$ cat src/rtl/wb_arb2.sv
// Two-master Wishbone B3 arbiter. Grants whole cyc-framed bus cycles, either
// round-robin or fixed priority, and forces err on a slave stall.

// Per-master response path: passes the slave response to the granted master
// and substitutes a lone err while the watchdog aborts its cycle.
module wb_arb2_rsp #(
    parameter int DW = 32
) (
    input  logic          sel,
    input  logic          abort,
    input  logic          s_ack,
    input  logic          s_err,
    input  logic          s_rty,
    input  logic [DW-1:0] s_dat,
    output logic          ack,
    output logic          err,
    output logic          rty,
    output logic [DW-1:0] dat
);
    always_comb begin
        ack = sel & ~abort & s_ack;
        err = sel & (abort | s_err);
        rty = sel & ~abort & s_rty;
        dat = (sel & ~abort) ? s_dat : '0;
    end
endmodule

module wb_arb2 #(
    parameter int TIMEOUT    = 16,
    parameter int FIXED_PRIO = 0,
    parameter int AW         = 32,
    parameter int DW         = 32,
    parameter int TW         = 4
) (
    input  logic            clk,
    input  logic            reset_n,
    // master 0
    input  logic            m0_cyc_i,
    input  logic            m0_stb_i,
    input  logic            m0_we_i,
    input  logic [AW-1:0]   m0_adr_i,
    input  logic [DW/8-1:0] m0_sel_i,
    input  logic [DW-1:0]   m0_dat_i,
    input  logic [TW-1:0]   m0_tgd_i,
    output logic            m0_ack_o,
    output logic            m0_err_o,
    output logic            m0_rty_o,
    output logic [DW-1:0]   m0_dat_o,
    // master 1
    input  logic            m1_cyc_i,
    input  logic            m1_stb_i,
    input  logic            m1_we_i,
    input  logic [AW-1:0]   m1_adr_i,
    input  logic [DW/8-1:0] m1_sel_i,
    input  logic [DW-1:0]   m1_dat_i,
    input  logic [TW-1:0]   m1_tgd_i,
    output logic            m1_ack_o,
    output logic            m1_err_o,
    output logic            m1_rty_o,
    output logic [DW-1:0]   m1_dat_o,
    // shared slave bus
    output logic            s_cyc_o,
    output logic            s_stb_o,
    output logic            s_we_o,
    output logic [AW-1:0]   s_adr_o,
    output logic [DW/8-1:0] s_sel_o,
    output logic [DW-1:0]   s_dat_o,
    output logic [TW-1:0]   s_tgd_o,
    input  logic            s_ack_i,
    input  logic            s_err_i,
    input  logic            s_rty_i,
    input  logic [DW-1:0]   s_dat_i,
    // status
    output logic [1:0]      gnt,
    output logic            busy,
    output logic            timeout
);
    localparam logic [2:0] ST_IDLE = 3'd0;
    localparam logic [2:0] ST_G0   = 3'd1;
    localparam logic [2:0] ST_G1   = 3'd2;
    localparam logic [2:0] ST_ERR0 = 3'd3;
    localparam logic [2:0] ST_ERR1 = 3'd4;

    localparam int CW = (TIMEOUT > 0) ? $clog2(TIMEOUT + 1) : 1;
    localparam logic [CW-1:0] WD_MAX = CW'(TIMEOUT);

    logic [1:0]                 m_cyc, m_stb, m_we;
    logic [1:0][AW-1:0]         m_adr;
    logic [1:0][DW/8-1:0]       m_sel;
    logic [1:0][DW-1:0]         m_dat;
    logic [1:0][TW-1:0]         m_tgd;
    logic [1:0]                 m_ack, m_err, m_rty;
    logic [1:0][DW-1:0]         m_rdat;

    logic [2:0]    state_q, state_d;
    logic          last_q, last_d;     // 0 = m0 held the bus last, 1 = m1
    logic [1:0]    gnt_q, gnt_d;
    logic          timeout_q, timeout_d;
    logic [CW-1:0] wd_cnt_q, wd_cnt_d;

    logic own, in_g, in_err, stalled, expire;

    assign m_cyc = {m1_cyc_i, m0_cyc_i};
    assign m_stb = {m1_stb_i, m0_stb_i};
    assign m_we  = {m1_we_i,  m0_we_i};
    assign m_adr = {m1_adr_i, m0_adr_i};
    assign m_sel = {m1_sel_i, m0_sel_i};
    assign m_dat = {m1_dat_i, m0_dat_i};
    assign m_tgd = {m1_tgd_i, m0_tgd_i};

    always_comb begin
        own     = (state_q == ST_G1) || (state_q == ST_ERR1);
        in_g    = (state_q == ST_G0) || (state_q == ST_G1);
        in_err  = (state_q == ST_ERR0) || (state_q == ST_ERR1);
        stalled = in_g & m_cyc[own] & m_stb[own] & ~(s_ack_i | s_err_i | s_rty_i);
    end

    // Saturating stall counter; any response, stb low or leaving Gx clears it.
    always_comb begin
        wd_cnt_d = '0;
        if (stalled && (TIMEOUT > 0))
            wd_cnt_d = (wd_cnt_q == WD_MAX) ? wd_cnt_q : wd_cnt_q + CW'(1);
        expire = (TIMEOUT > 0) && stalled && (wd_cnt_d == WD_MAX);
    end

    always_comb begin
        state_d = state_q;
        last_d  = last_q;
        case (state_q)
            ST_IDLE: begin
                if (m_cyc[0] && (!m_cyc[1] || (FIXED_PRIO != 0) || last_q))
                    state_d = ST_G0;
                else if (m_cyc[1])
                    state_d = ST_G1;
            end
            ST_G0, ST_G1: begin
                // Release is checked first so it beats a same-cycle expiry.
                if (!m_cyc[own]) begin
                    last_d  = own;
                    state_d = m_cyc[~own] ? (own ? ST_G0 : ST_G1) : ST_IDLE;
                end else if (expire) begin
                    state_d = own ? ST_ERR1 : ST_ERR0;
                end
            end
            ST_ERR0: state_d = ST_G0;
            ST_ERR1: state_d = ST_G1;
            default: state_d = ST_IDLE;
        endcase

        case (state_d)
            ST_G0, ST_ERR0: gnt_d = 2'b01;
            ST_G1, ST_ERR1: gnt_d = 2'b10;
            default:        gnt_d = 2'b00;
        endcase
        timeout_d = (state_d == ST_ERR0) || (state_d == ST_ERR1);
    end

    always_ff @(posedge clk or negedge reset_n) begin
        if (!reset_n) begin
            state_q   <= ST_IDLE;
            last_q    <= 1'b1;
            gnt_q     <= 2'b00;
            timeout_q <= 1'b0;
            wd_cnt_q  <= '0;
        end else begin
            state_q   <= state_d;
            last_q    <= last_d;
            gnt_q     <= gnt_d;
            timeout_q <= timeout_d;
            wd_cnt_q  <= wd_cnt_d;
        end
    end

    assign gnt     = gnt_q;
    assign busy    = |gnt_q;
    assign timeout = timeout_q;

    // Request path: cyc/stb only in Gx, so ERRx drops them and aborts the slave.
    always_comb begin
        s_cyc_o = in_g & m_cyc[own];
        s_stb_o = in_g & m_stb[own];
        s_we_o  = 1'b0;
        s_adr_o = '0;
        s_sel_o = '0;
        s_dat_o = '0;
        s_tgd_o = '0;
        if (busy) begin
            s_we_o  = m_we[own];
            s_adr_o = m_adr[own];
            s_sel_o = m_sel[own];
            s_dat_o = m_dat[own];
            s_tgd_o = m_tgd[own];
        end
    end

    for (genvar i = 0; i < 2; i++) begin : g_rsp
        wb_arb2_rsp #(.DW(DW)) u_rsp (
            .sel   (gnt_q[i]),
            .abort (in_err),
            .s_ack (s_ack_i),
            .s_err (s_err_i),
            .s_rty (s_rty_i),
            .s_dat (s_dat_i),
            .ack   (m_ack[i]),
            .err   (m_err[i]),
            .rty   (m_rty[i]),
            .dat   (m_rdat[i])
        );
    end

    assign m0_ack_o = m_ack[0];
    assign m0_err_o = m_err[0];
    assign m0_rty_o = m_rty[0];
    assign m0_dat_o = m_rdat[0];
    assign m1_ack_o = m_ack[1];
    assign m1_err_o = m_err[1];
    assign m1_rty_o = m_rty[1];
    assign m1_dat_o = m_rdat[1];
endmodule
$ cat config.mk
export PLATFORM = sky130hd
export DESIGN_NAME = wb_arb2
export DESIGN_NICKNAME = d
export VERILOG_FILES = /design/src/rtl/wb_arb2.sv
export SDC_FILE = /design/constraint.sdc
export NUM_CORES = 1
export LEC_CHECK = 0
export BUFFER_PORTS_ARGS = -buffer_cell sky130_fd_sc_hd__buf_2
export CORE_AREA = 2 2 132 134
export DETAILED_ROUTE_END_ITERATION = 16
export DIE_AREA = 0 0 134 136
export HOLD_SLACK_MARGIN = 0.02
export PLACE_DENSITY_LB_ADDON = 0.12
export REMOVE_ABC_BUFFERS = 1
export SYNTH_ARGS = -nofsm -noshare
export SYNTH_HDL_FRONTEND = slang
export SYNTH_SLANG_ARGS = --single-unit
$ cat constraint.sdc
create_clock -name clk -period 3.9 [get_ports clk]
set_input_delay 0.39 -clock clk [delete_from_list [all_inputs] [get_ports clk]]
set_output_delay 0.39 -clock clk [all_outputs]
set_load 0.005 [all_outputs]
After elaboration in Yosys (flattened, before gate mapping)
Index checks and enable logic that the tools add are counted.

Register bits: 12. Bits in latches: 0. Memory bits (writable): 0. Memory bits (read-only): 0. Bits of input ports: 187. Output and inout port bits: 149. Word-level logic and storage cells: 85. Memories kept: 0.

$add $sub $neg: 1. $mul: 0. Div/mod/pow operators: 0. Magnitude comparators: 2. Equal/unequal tests: 10. Shift operators: 0. Mux-type cells: 34. Bitwise operators: 19. Reduce and logical (&&, ||, !) cells: 14.

Operators by type and width (count): $mux 32 (8); $mux 4 (6); $mux 3 (5); $and 1x1->1 (12); $eq 3x2->1 const B (4); $pmux 3 s4 (1); $eq 5x5->1 const B (2); $mux 5 (2); $mux 1 (9); $reduce_or 2->1 (4); $eq 3x1->1 const B (2); $eq 3x3->1 const B (2); $add 5x1->5 const B (1); $logic_or 1x1->1 (5); $lt 1x2->1 const B (2); $mux 2 (2); $not 1->1 (4); $pmux 2 s2 (1); $logic_not 3->1 (1); $or 1x1->1 (3); $logic_and 1x1->1 (2); $reduce_and 2->1 (1); $logic_not 1->1 (1).

Depth between registers and ports, before layout
Word-level depth: 16. Mapped depth: 7. Gate-level depth less buffers: 7.

Cells and area by module
From an unflattened synthesis, not the netlist that was laid out.

Cell total of the unflattened synthesis: 416. Area total of the unflattened synthesis: 2487.4 um^2.

By module, submodules not included: wb_arb2 (times used 1, cells an instance 334, area an instance 1806.7 um^2, sequential area each 301.5 um^2); wb_arb2_rsp (times used 2, cells an instance 41, area an instance 340.3 um^2, sequential area each 0.0 um^2).

Least setup slack after synthesis
OpenSTA, ideal clock, no wires.

Path kind: register to output. Start point: register state_q[2]. End point: output m0_dat_o[17]. Arrival time: 1.557 ns. Data required time: 3.510 ns. Slack: 1.953 ns. Stages on the path, launching flop included: 7. Buffers on the path: 3. Cell sequence: dfrtp_1 > clkbuf_1 > nor2_1 > a21oi_1 > buf_2 > clkbuf_1 > and3_1.

Longest elaborated chain between the ends: 5. Elaborated cells on any way between the ends: 6. Those cells by class: eq/ne (2); mux (1); bitwise (2); reduce/logical (1).

Ends and longest elaborated chain: start: declaration (line 95) `logic [2:0] state_q, state_d;`; start signal: assignment (line 166) `state_q <= state_d;`; $eq 3x2->1 / $eq 3x3->1 (equally long branches) (line 114) `in_err = (state_q == ST_ERR0) || (state_q == ST_ERR1);`; $logic_or 1x1->1 * (line 114); $not 1->1 * (line 24) `dat = (sel & ~abort) ? s_dat : '0;`; $and 1x1->1 * (line 24); $mux 32 * (line 24); end: declaration (line 48) `output logic [DW-1:0] m0_dat_o,`.

Every way passes the cells marked *; elsewhere a longest branch is shown, timed or not.

Worst setup path in the final report
Start point: register state_q[2]. End point: output s_dat_o[10].

Longest elaborated chain between the ends: 5. Elaborated cells on any way between the ends: 6. Those cells by class: eq/ne (2); mux (3); reduce/logical (1).

Ends and longest elaborated chain: $eq 3x2->1 / $eq 3x3->1 (equally long branches) (line 112) `own = (state_q == ST_G1) || (state_q == ST_ERR1);`; $logic_or 1x1->1 * (line 112); $mux 32 (implied by the code) * (2 in a row) (line 191) `s_dat_o = m_dat[own];`; $mux 32 * (line 187) `if (busy) begin`; end: declaration (line 67) `output logic [DW-1:0] s_dat_o,`.

Every way passes the cells marked *; elsewhere a longest branch is shown, timed or not. The select of a mux whose other input is x is not followed.

==> impl_metrics.ini <==
[clocking]
clock-sinks = 12
ctsResizeCount = 0
post-cts-setup-buffers = 0
cts_tree = built
cts_buffers = 3
cts-root-buf = clkbuf_16
htreeDepth = 1
clk_path_buf_depth = 2
cts.clk_slew.worst_paths_ns = 0.05
clock_latency_ns = 0.24
cts_hold_buffers = 0

[finish]
drive_above_1_share_pct = 48.9
fillers = 1987
final_core_util_pct = 24.8
syn2layout_area_growth_pct = 86.2
finalNetCount = 908
seq_area_sq_um = 302
fin_area_sq_um = 4180
multi_input_area_sq_um = 1760

[timing]
slew_violations = 0
fin_setup_tns_ns = 0
hold_violations = 0
rsz0062_at_grt = no
period_minus_slack_ns = 2.93
worstMarginPinSlew_ns = 0.952
slew_headroom_pct = 36.5
skew_ns = 0.00258
setup_slack_ns = 0.968
holdWs_ns = 0.0238
setup_viol = 0
max_clock_freq_mhz = 341
post-route-period-util_pct = 75.2

[detailed_routing]
wire_per_inst_um = 13.9
drt_wl_total_um = 13100
vias = 3914
drc = 0
routed_via_density = 4.15
dr.pass1.iters = 4
drtIter0Drc = 213
ant_nets = 0

[critical_path]
endpoint_kind = output pin
r2r_start = state_q[2]
crit_type = reg2out
rrSetupSlack_ns = 1.65
cp-endpoint = s_dat_o[10]
crit_path_cell_trace = xnor2_1, or2_2, buf_4, nand2_1, a21oi_1, buf_2
cp_data_arrival_time_ns = 2.54
startpoint = state_q[2]
cp.depth = 6
crit_fanout = 34
rr_worst_depth = 5
slowest_stage = or2_2
cpLargestDelayFamily = simple AND/OR/NAND/NOR gates
reg2reg_to = state_q[1]
setup.worst_path.start_class = flip-flop
critPathBufInv = 2
slowest_delay_ns = 0.61
cp_data_required_time_ns = 3.51

[min_path]
min_path_type = in2async

[pwr]
ir_worst_vdd_mv = 0.176
p_per_area_nw_per_um2 = 399
leakagePower_nw = 2.63

[grt]
grt.overflow.total = 0
grt_pass1_wl_um = 18400
grt_max_degree = 70
grt_usage_pct = 12.5
antenna_found_initial = 1
grt_pass1_vias = 3423

[place]
dpl_cell_area_sq_um = 4090
gp_congestion = 0.821
pre_cts_ws_ns = 1.17
io_buffers = 335
dp_hpwl_um = 10600

[die]
io_pins = 336
core_area_sq_um = 16900
initial_core_util_pct = 13.3
die_width_um = 134
rows = 48
die_h_um = 136
die-area_sq_um = 18200

[synthesis]
seq_area_frac_synth_pct = 13.4
ys_seq_elements = 12
synth_cell_types = 31
ys_warn_count = 0
synth_area_sq_um = 2250
syn_inst = 414
avgSynthCellArea_sq_um = 5.42

[job]
drv_cap = 0

[run_status]
outcome = finished clean
## metrics by stage
stage / instances / power (mW)
floorplan: 373 / 0.801
global placement: 939 / 1.49
detailed placement: 939 / 1.48
CTS: 943 / 1.70
global route: 944 / 1.83
finish: 944 / 1.67
## cell usage in the layout, fill, tap and decap left out, types with 2 or more instances in the layout
master and n:
buf_4 6, nor2_4 2, nor2b_1 5, ha_1 2, nand2b_1 3, nor3_1 3, nand3_1 2, nor2_1 10
nand2_1 149, xnor2_1 2, dfrtp_1 11, inv_1 7, clkbuf_16 3, o21ai_0 10, xor2_1 3, a22oi_1 2
buf_2 335, and3_1 71, a21oi_1 77
## cell usage after synthesis
cell	n	area, sq um
a22oi_1	2	15.0
xnor2_1	2	17.5
or2_2	1	6.26
nor2b_1	5	31.3
nor3_1	3	15.0
or3_1	1	6.26
nor4_1	1	6.26
ha_1	2	25.0
xor2_1	3	26.3
nor2_1	12	45.0
o31a_1	1	8.76
o41ai_1	1	8.76
dfstp_2	1	26.3
nand2b_1	3	18.8
clkbuf_1	28	105
dfrtp_1	11	275
or4_1	1	7.51
o21ai_0	10	50.1
and2_1	1	6.26
nand3_1	2	10.0
a21oi_1	78	390
and3_1	71	444
mux2_2	1	11.3
buf_2	10	50.1
o21ai_1	1	5.00
inv_1	7	26.3
a211o_1	1	8.76
nand2_1	149	559
nand3b_1	1	7.51
buf_4	3	22.5
mux2i_1	1	10.0
## area by class of cell
class	instances	area share, %
Antenna cell	1	0.0598
Multi-Input combinational cell	354	42.1
Sequential cell	12	7.21
Tap cell	225	6.73
Timing Repair Buffer	341	41.2
Inverter	7	0.628
Clock buffer	4	2.12
## registers in the layout, indices dropped and copies added (netlist names)
name,flops
wd_cnt_q,5
state_q,3
last_q,1
gnt,2
timeout,1
## where the power goes
group	switching, mW	leakage, nW	total, mW	internal [mW]
clock network	0.0553	0.0442	0.210	0.155
registers	0.0511	0.156	0.197	0.146
logic	0.695	2.43	1.26	0.566
## worst register-to-register path: stages, from the launching register on
cell and delay (ns):
dfrtp_1 0.56, xnor2_1 0.21, or2_2 0.57, buf_4 0.31, o41ai_1 0.39, o21ai_1 0.10
## kinds of logic after synthesis
logic type                 after synthesis  synth area share [%]
DFF                                     12                  13.4
xor gates and xnor gates                 5                  1.95
AOI/OAI and AO/OA                       94                  21.7
and+or+nand+nor                        251                  51.8
adders and majority gates                2                  1.11
buffers and inverters                   48                  9.08
muxes                                    2                 0.947
## routing by layer
metal	up-vias	global-route usage, %	routed length [um]
met5	-	0	0
met4	0	2.30	181
met3	14	1.72	729
met2	143	23.9	6960
met1	1766	14.8	5230
li1	1991	-	-
## worst min-delay path by stage
| stage | to | slack, ns | depth (start not counted) |
|---|---|---|---|
| 3_5_place_dp | timeout | 0.29 | 1 |
| 4_1_cts | timeout | 0.04 | 1 |
| 2_1_floorplan | gnt[0] | 0.09 | 0 |
| 6_report | timeout | 0.02 | 1 |
| 5_1_grt | timeout | 0.04 | 1 |
| 3_3_place_gp | wd_cnt_q[1] | 0.29 | 1 |
(Power assumes the default switching activity.)
